===== src/rtl/crp16_mul_seq.sv =====
// crp16_mul_seq
// Multi-cycle unsigned 16x16 multiplier for the CRP16 execute stage.
// The block has no adder of its own. It borrows the ALU adder through the
// alu_* port set and runs one shift-add iteration per clock. Each product
// takes 17 cycles from the accepted start to the done pulse.
//
// Ports
//   clock       in   rising-edge clock
//   reset       in   synchronous, active-high reset
//   start       in   request; only sampled while idle
//   x, y        in   16-bit multiplicand / multiplier, captured with start
//   alu_out     in   16-bit ALU sum for the current alu_x/alu_y
//   alu_c       in   ALU carry-out for the current add
//   alu_x/alu_y out  ALU operands (zero unless an iteration is running)
//   alu_select  out  ALU operation select, tied to add (4'b0000)
//   busy        out  high while running or reporting done
//   done        out  one-cycle pulse; product/ovf are valid
//   product     out  32-bit registered product, held until the next accept
//   ovf         out  high when the product does not fit in 16 bits

module crp16_mul_seq (
  input  logic        clock,
  input  logic        reset,
  input  logic        start,
  input  logic [15:0] x,
  input  logic [15:0] y,
  input  logic [15:0] alu_out,
  input  logic        alu_c,
  output logic [15:0] alu_x,
  output logic [15:0] alu_y,
  output logic [3:0]  alu_select,
  output logic        busy,
  output logic        done,
  output logic [31:0] product,
  output logic        ovf
);

  typedef enum logic [1:0] {
    IDLE = 2'd0,
    RUN  = 2'd1,
    DONE = 2'd2
  } state_t;

  state_t      state;
  state_t      state_next;

  logic [15:0] acc_hi;
  logic [15:0] acc_lo;
  logic [15:0] mcand;
  logic [3:0]  count;

  logic [15:0] shift_hi;
  logic [15:0] shift_lo;
  logic        last_iter;

  // The 33-bit value {carry, sum, acc_lo} moves right by one bit each
  // iteration. The retired multiplier bit drops out of acc_lo. The low
  // product bit takes its place at the top of acc_lo.
  always_comb begin
    shift_hi  = {alu_c, alu_out[15:1]};
    shift_lo  = {alu_out[0], acc_lo[15:1]};
    last_iter = (count == 4'd15);
  end

  // Next-state and ALU operand decode. The operands depend only on
  // registers, so there is no combinational path from the inputs to the
  // ALU operands.
  always_comb begin
    state_next = state;
    alu_x      = 16'd0;
    alu_y      = 16'd0;
    case (state)
      IDLE: begin
        if (start) state_next = RUN;
      end
      RUN: begin
        alu_x = acc_hi;
        alu_y = acc_lo[0] ? mcand : 16'd0;
        if (last_iter) state_next = DONE;
      end
      DONE: begin
        state_next = IDLE;
      end
      default: begin
        state_next = IDLE;
      end
    endcase
  end

  // State register.
  always_ff @(posedge clock) begin
    if (reset) state <= IDLE;
    else       state <= state_next;
  end

  // Datapath registers. product and ovf are left unchanged when a new
  // request is accepted. They are only rewritten by the final iteration
  // of that request.
  always_ff @(posedge clock) begin
    if (reset) begin
      acc_hi  <= 16'd0;
      acc_lo  <= 16'd0;
      mcand   <= 16'd0;
      count   <= 4'd0;
      product <= 32'd0;
      ovf     <= 1'b0;
    end else begin
      case (state)
        IDLE: begin
          if (start) begin
            mcand  <= x;
            acc_lo <= y;
            acc_hi <= 16'd0;
            count  <= 4'd0;
          end
        end
        RUN: begin
          acc_hi <= shift_hi;
          acc_lo <= shift_lo;
          count  <= count + 4'd1;
          if (last_iter) begin
            product <= {shift_hi, shift_lo};
            ovf     <= (shift_hi != 16'd0);
          end
        end
        default: begin
        end
      endcase
    end
  end

  assign alu_select = 4'b0000;
  assign busy       = (state != IDLE);
  assign done       = (state == DONE);

endmodule


===== config.mk =====
export PLATFORM = sky130hd
export DESIGN_NAME = crp16_mul_seq
export DESIGN_NICKNAME = d
export VERILOG_FILES = /design/src/rtl/crp16_mul_seq.sv
export SDC_FILE = /design/constraint.sdc
export NUM_CORES = 1
export LEC_CHECK = 0
export BUFFER_PORTS_ARGS = -buffer_cell sky130_fd_sc_hd__buf_4
export CORE_ASPECT_RATIO = 1.75
export CORE_MARGIN = 3
export CORE_UTILIZATION = 50
export CTS_BUF_LIST = sky130_fd_sc_hd__clkbuf_4 sky130_fd_sc_hd__clkbuf_8
export CTS_CLUSTER_DIAMETER = 40
export CTS_CLUSTER_SIZE = 30
export DETAILED_ROUTE_END_ITERATION = 10
export PLACE_DENSITY = 0.76
export SYNTH_ARGS = -nofsm -noshare
export SYNTH_HDL_FRONTEND = slang
export SYNTH_SLANG_ARGS = --single-unit

===== constraint.sdc =====
create_clock -name clock -period 1.8 [get_ports clock]
set_input_delay 0.18 -clock clock [delete_from_list [all_inputs] [get_ports clock]]
set_output_delay 0.18 -clock clock [all_outputs]
set_load 0.05 [all_outputs]

==> flow_summary.yaml, run 1 <==
setup_path:
  critPathArrivalTime_ns: 1.55
  critPathKind: "reg -> out"
  critPathCaptureType: "primary output"
  reg2regPathDepth: 5
  crit_chain: "and2b_2 > buf_6 > and3_1 > buf_4"
  slowest_stage: "dfxtp_2"
  r2r-start: "count[0]"
  cp_max_fo: 23
  r2r_setup_slack_ns: 0.26
  cp.required_ns: 1.62
  crit_path_start_kind: "flip-flop"
  reg2reg_to: "ovf"
  crit_path_max_incr_delay_ns: 0.38
floorplan:
  std_cell_rows: 41
  die_area_sq_um: 8870
  die-width_um: 72.5
  die_h_um: 122
  core_area_sq_um: 7390
  boundaryPins: 123
  start_util_pct: 52.4
clocking:
  numClockSinks: 87
  cts_buffer_depth: 2
  cts_tree: "yes"
  clk_pin_slew_ns: 0.08
  cts_setup_buffers: 0
  h-tree-depth: 3
  cts_root_buf: "clkbuf_8"
  cts_made_buffers: 9
  clock_latency_ns: 0.35
placement:
  placed_area_sq_um: 4720
  place_ws_ns: 0.277
  dpl.hpwl_mm: 7.14
  port_buffers: 118
  gp_congestion: 0.901
synthesis:
  yosysSeqAreaShare_pct: 45.0
  ys_warn_count: 0
  syn_inst: 461
  synth_most_common_cell: "dfxtp_1"
  synth_top_area_cell: "dfxtp_1"
  synth-seq-cells: 87
  avgSynthCellArea_sq_um: 8.39
  netlist.area_leader.share_pct: 45.0
  ys_async_sr_fraction_pct: 0
  yosysUniqueCellTypes: 32
  synth_edf_count: 0
  synth_common_cells: "87 x dfxtp_1, 69 x a21oi_1, 68 x nand2_1, 53 x nand3_1, 32 x o21ai_0"
  synth_area_sq_um: 3870
  synth_top_flop_cell: "dfxtp_1"
  yosys-top-cells-area: "dfxtp_1 45%, a21oi_1 8.9%, nand3_1 6.9%"
cells_and_area:
  diodes: 0
  stdcell_area_sq_um: 4910
  finalNetCount: 613
  area_growth_pct: 26.8
  drive_gt1_share_pct: 33.6
min_path:
  hold_class: "in -> reg"
  min_path_cells: 3
  hold_end: "mcand[4]"
  min-delay-start: "x[4]"
grt:
  antenna_found_initial: 0
  grt_util_all_layers_pct: 22.8
  grt_start_max_net_pins: 50
  grt_pass1_vias: 3418
  overflow: 0
  grt_pass1_wl_mm: 16.0
timing:
  finalSetupViolCount: 0
  min_period_ns: 1.73
  finalMaxSlewViolations: 0
  rsz0062_at_grt: "true"
  fin_crit_sh_pct: 96.1
  hold_viol: 0
  finClkSkew_ns: 0.00582
  fmax_mhz: 578
  fin_ws_ns: 0.0699
  fin_worst_hold_slack_ns: 0.0692
routing:
  drtIter0Drc: 342
  final_antenna_net_count: 0
  totalWireLength_mm: 10.0
  routed-via-count: 3605
  drc: 0
  drt_pass1_iterations: 4
  drt-wirelength-per-cell_um: 15.4
  vias_per_cell: 5.54
power:
  finalPower_mw: 3.89
  irDropWorstVdd_v: 0.000710
  p_leak_nw: 2.05
  powerDensity_nw_per_um2: 792
outcome:
  outcome: "completed"
flow_run:
  drv_cap: 0
power by group:
group | internal, mW | switching (mW) | total, mW
Combinational | 0.227 | 0.354 | 0.580
Clock | 0.583 | 0.653 | 1.24
Sequential | 2.00 | 0.0655 | 2.07
flip-flops by register name (all words and copies together), names as in the netlist:
register,flops
acc_hi,16
acc_lo,16
count,4
mcand,16
ovf,1
product,32
state,2
cell families after synthesis:
logic type | after synthesis | share of synthesized area, %
adder cells (fa/ha/maj) | 1 | 0.323
AND/OR/NAND/NOR | 201 | 25.8
buffers and inverters | 50 | 8.63
AO/OA/AOI/OAI | 121 | 20.1
flip-flops | 87 | 45.0
other | 1 | 0.0969
area by class of cell:
class                   instances  area [sq um]
clock inverters                 4          20.0
clock buffers                  12           159
well taps                      86           108
repair buffers                135          1070
flip-flops and latches         87          1740
fillers                       647          2480
multi-input cells             327          1810
critical path: cells and delay by family, from the launching register on:
kind	cells	cell delay, ns
buffers and inverters	2	0.36
flip-flops	1	0.38
AND/OR/NAND/NOR	2	0.46
metrics by stage:
step,std cells,setup TNS [ns],util [%]
final,651,0,66.4
after global placement,635,0,63.9
after CTS,651,0,66.4
after floorplan,464,0,-
after global routing,651,-0.00109,66.4
after detailed placement,635,0,63.9
routing by layer:
| layer | global-route usage [%] | up-vias | wire (um) |
|---|---|---|---|
| met3 | 4.34 | 24 | 630 |
| met1 | 25.2 | 1673 | 3700 |
| met5 | 0 | - | 0 |
| met4 | 11.8 | 0 | 313 |
| li1 | - | 1781 | - |
| met2 | 40.5 | 127 | 5370 |
what timing repair did:
action / 4_1_cts / 5_1_grt
cloned: 0 / 0
endpoints found under the setup margin: 16 / 16
hold buffers: 0 / 0
gates resized for setup: 2 / 1
how the worst max path moves through the flow:
stage	slack (ns)	from	cells past startpoint	to
5_1_grt	-0.001	state[1]	4	alu_y[3]
2_1_floorplan	0.31	state[0]	4	alu_x[0]
4_1_cts	0.02	state[1]	4	alu_y[3]
3_3_place_gp	0.36	count[0]	5	ovf
3_5_place_dp	0.28	count[0]	5	ovf
6_report	0.07	state[1]	4	alu_y[3]
cell usage in the layout (no fill, tap or decap), types with 2 or more instances in the layout:
cell      instances
a21oi_1          69
a311oi_2         16
and2_1           16
and3_1           17
buf_12            4
buf_4           130
clkbuf_8         11
clkinv_2          4
conb_1            4
dfxtp_1          85
dfxtp_2           2
nand2_1          68
nand2_2          14
nand3_1          53
nor2_1           18
nor4_1            4
o21ai_0          32
No activity file was read; power rests on OpenSTA's default activity.
==> inputs of run 2 (changes only) <==
- PLACE_DENSITY: 0.76 -> 0.79
- TNS_END_PERCENT: unset -> 1
==> run 2 against run 1 <==
Clock-buffer cell count stayed put; die area stayed put; sequential power hardly changed; utilization is 1.4 points higher; design area is 2.1% higher; clock skew is 0.0032 ns higher; clock power is 25% higher; sequential share of layout area is 0.72 points lower; global-route usage is 0.64 points lower; first-iteration DRC count is 25% lower; largest cell class unchanged.
==> flow_summary.yaml, run 2 (synthesis gave the netlist of run 1 again) <==
setup_path:
  critPathArrivalTime_ns: 1.55
  critPathKind: "reg -> out"
  cp_max_fo: 18
  crit_path_start_kind: "flip-flop"
  cp.required_ns: 1.62
  critPathCaptureType: "primary output"
cells_and_area:
  diodes: 0
  area_growth_pct: 29.4
  mostFrequentLayoutCell: "buf_4"
  n_fill_cell: 633
  stdcell_area_sq_um: 5010
  finalNetCount: 617
  fin_util_pct: 67.8
  largest_reg_flops: 32
  drive_gt1_share_pct: 33.8
  largest_register: "product"
  layout_common_cells: "133 x buf_4, 85 x dfxtp_1, 69 x a21oi_1"
power:
  switching_share_pct: 25.7
  comb_power_share_pct: 14.2
  p_int_mw: 3.13
  p_clk_share_pct: 36.7
  finalPower_mw: 4.21
  powerDensity_nw_per_um2: 841
  irDropWorstVdd_v: 0.000632
  seqPwrFrac_pct: 49.1
  p_leak_nw: 2.10
  netSwitchingPower_mw: 1.08
floorplan:
  std_cell_rows: 41
  die-width_um: 72.5
  die_area_sq_um: 8870
  start_util_pct: 52.4
  core_area_sq_um: 7390
  boundaryPins: 123
  die_h_um: 122
routing:
  vias_per_cell: 5.58
  routed-via-count: 3652
  totalWireLength_mm: 10.0
  drt-wirelength-per-cell_um: 15.4
  drtIter0Drc: 255
  final_antenna_net_count: 0
  drt_pass1_iterations: 4
  drc: 0
timing:
  finalSetupViolCount: 0
  fin_worst_hold_slack_ns: 0.0649
  fin_ws_ns: 0.0727
  fmax_mhz: 579
  finalMaxSlewViolations: 0
  min_period_ns: 1.73
  fin_crit_sh_pct: 96.0
  finClkSkew_ns: 0.00905
  hold_viol: 0
placement:
  port_buffers: 118
  placed_area_sq_um: 4730
  gp_congestion: 0.912
  place_ws_ns: 0.239
  dpl.hpwl_mm: 6.85
grt:
  grt_start_max_net_pins: 57
  grt_pass1_vias: 3328
  antenna_found_initial: 0
  grt_pass1_wl_mm: 15.5
  grt_util_all_layers_pct: 22.1
  overflow: 0
outcome:
  outcome: "completed"
clocking:
  cts_made_buffers: 9
  numClockSinks: 87
  clk_pin_slew_ns: 0.08
  postCtsHoldBufs: 0
  h-tree-depth: 3
  clock_latency_ns: 0.35
  cts_buffer_depth: 2
  cts_tree: "yes"
  cts_root_buf: "clkbuf_8"
flow_run:
  drv_cap: 0
min_path:
  hold_class: "in -> reg"
==> run 2: power groups by stage <==
stage / registers, mW / clock network [mW] / logic [mW]
floorplan: 2.09 / 0 / 0.428
global route: 2.08 / 1.64 / 0.648
global placement: 2.11 / 0 / 0.564
CTS: 2.07 / 1.57 / 0.581
detailed placement: 2.11 / 0 / 0.579
finish: 2.07 / 1.55 / 0.600
==> run 2: path summary, 6_finish.rpt <==
path | from | endpoint | slack, ns | cells after the start
min reg2reg | mcand[14] | mcand[14] | 0.45 | 2
max | state[1] | alu_x[12] | 0.07 | 4
max reg2reg | state[1] | acc_lo[15] | 0.35 | 4
min | x[6] | mcand[6] | 0.06 | 3
==> run 2: layout make-up <==
class,count,area (sq um),share of cell area (%)
tap,86,108,2.15
clock buffer,12,165,3.30
multi-input combinational,328,1820,36.4
sequential,87,1740,34.8
clock inverter,3,65.1,1.30
timing repair buffer,138,1100,22.0
==> run 2: per-stage QoR <==
step | instances | setup TNS (ns)
after floorplan | 464 | 0
after global placement | 635 | 0
after detailed placement | 635 | 0
after CTS | 650 | 0
after global routing | 654 | -0.000214
final | 654 | 0
==> run 2: per-layer routing <==
metal  up-vias  share of wire [%]  global-route usage, %  wire [um]
met1      1699                 38                   25.4       3860
met5         -                  0                      0          0
met2       132                 53                   38.7       5280
met3        28                5.5                   3.77        549
met4         0                3.5                   11.4        352
li1       1793                  -                      -          -
==> run 2: timing repair <==
item / in CTS / in global routing
pin swaps: 0 / 0
gates resized for setup: 3 / 0
hold endpoints to repair: 0 / 0
endpoints found under the setup margin: 23 / 23
setup buffers: 0 / 2
cloned: 0 / 2
==> run 2: critical path, stage by stage (launching register included) <==
cell	delay [ns]
dfxtp_2	0.36
and2b_4	0.32
clkbuf_16	0.19
and2_1	0.13
buf_4	0.19
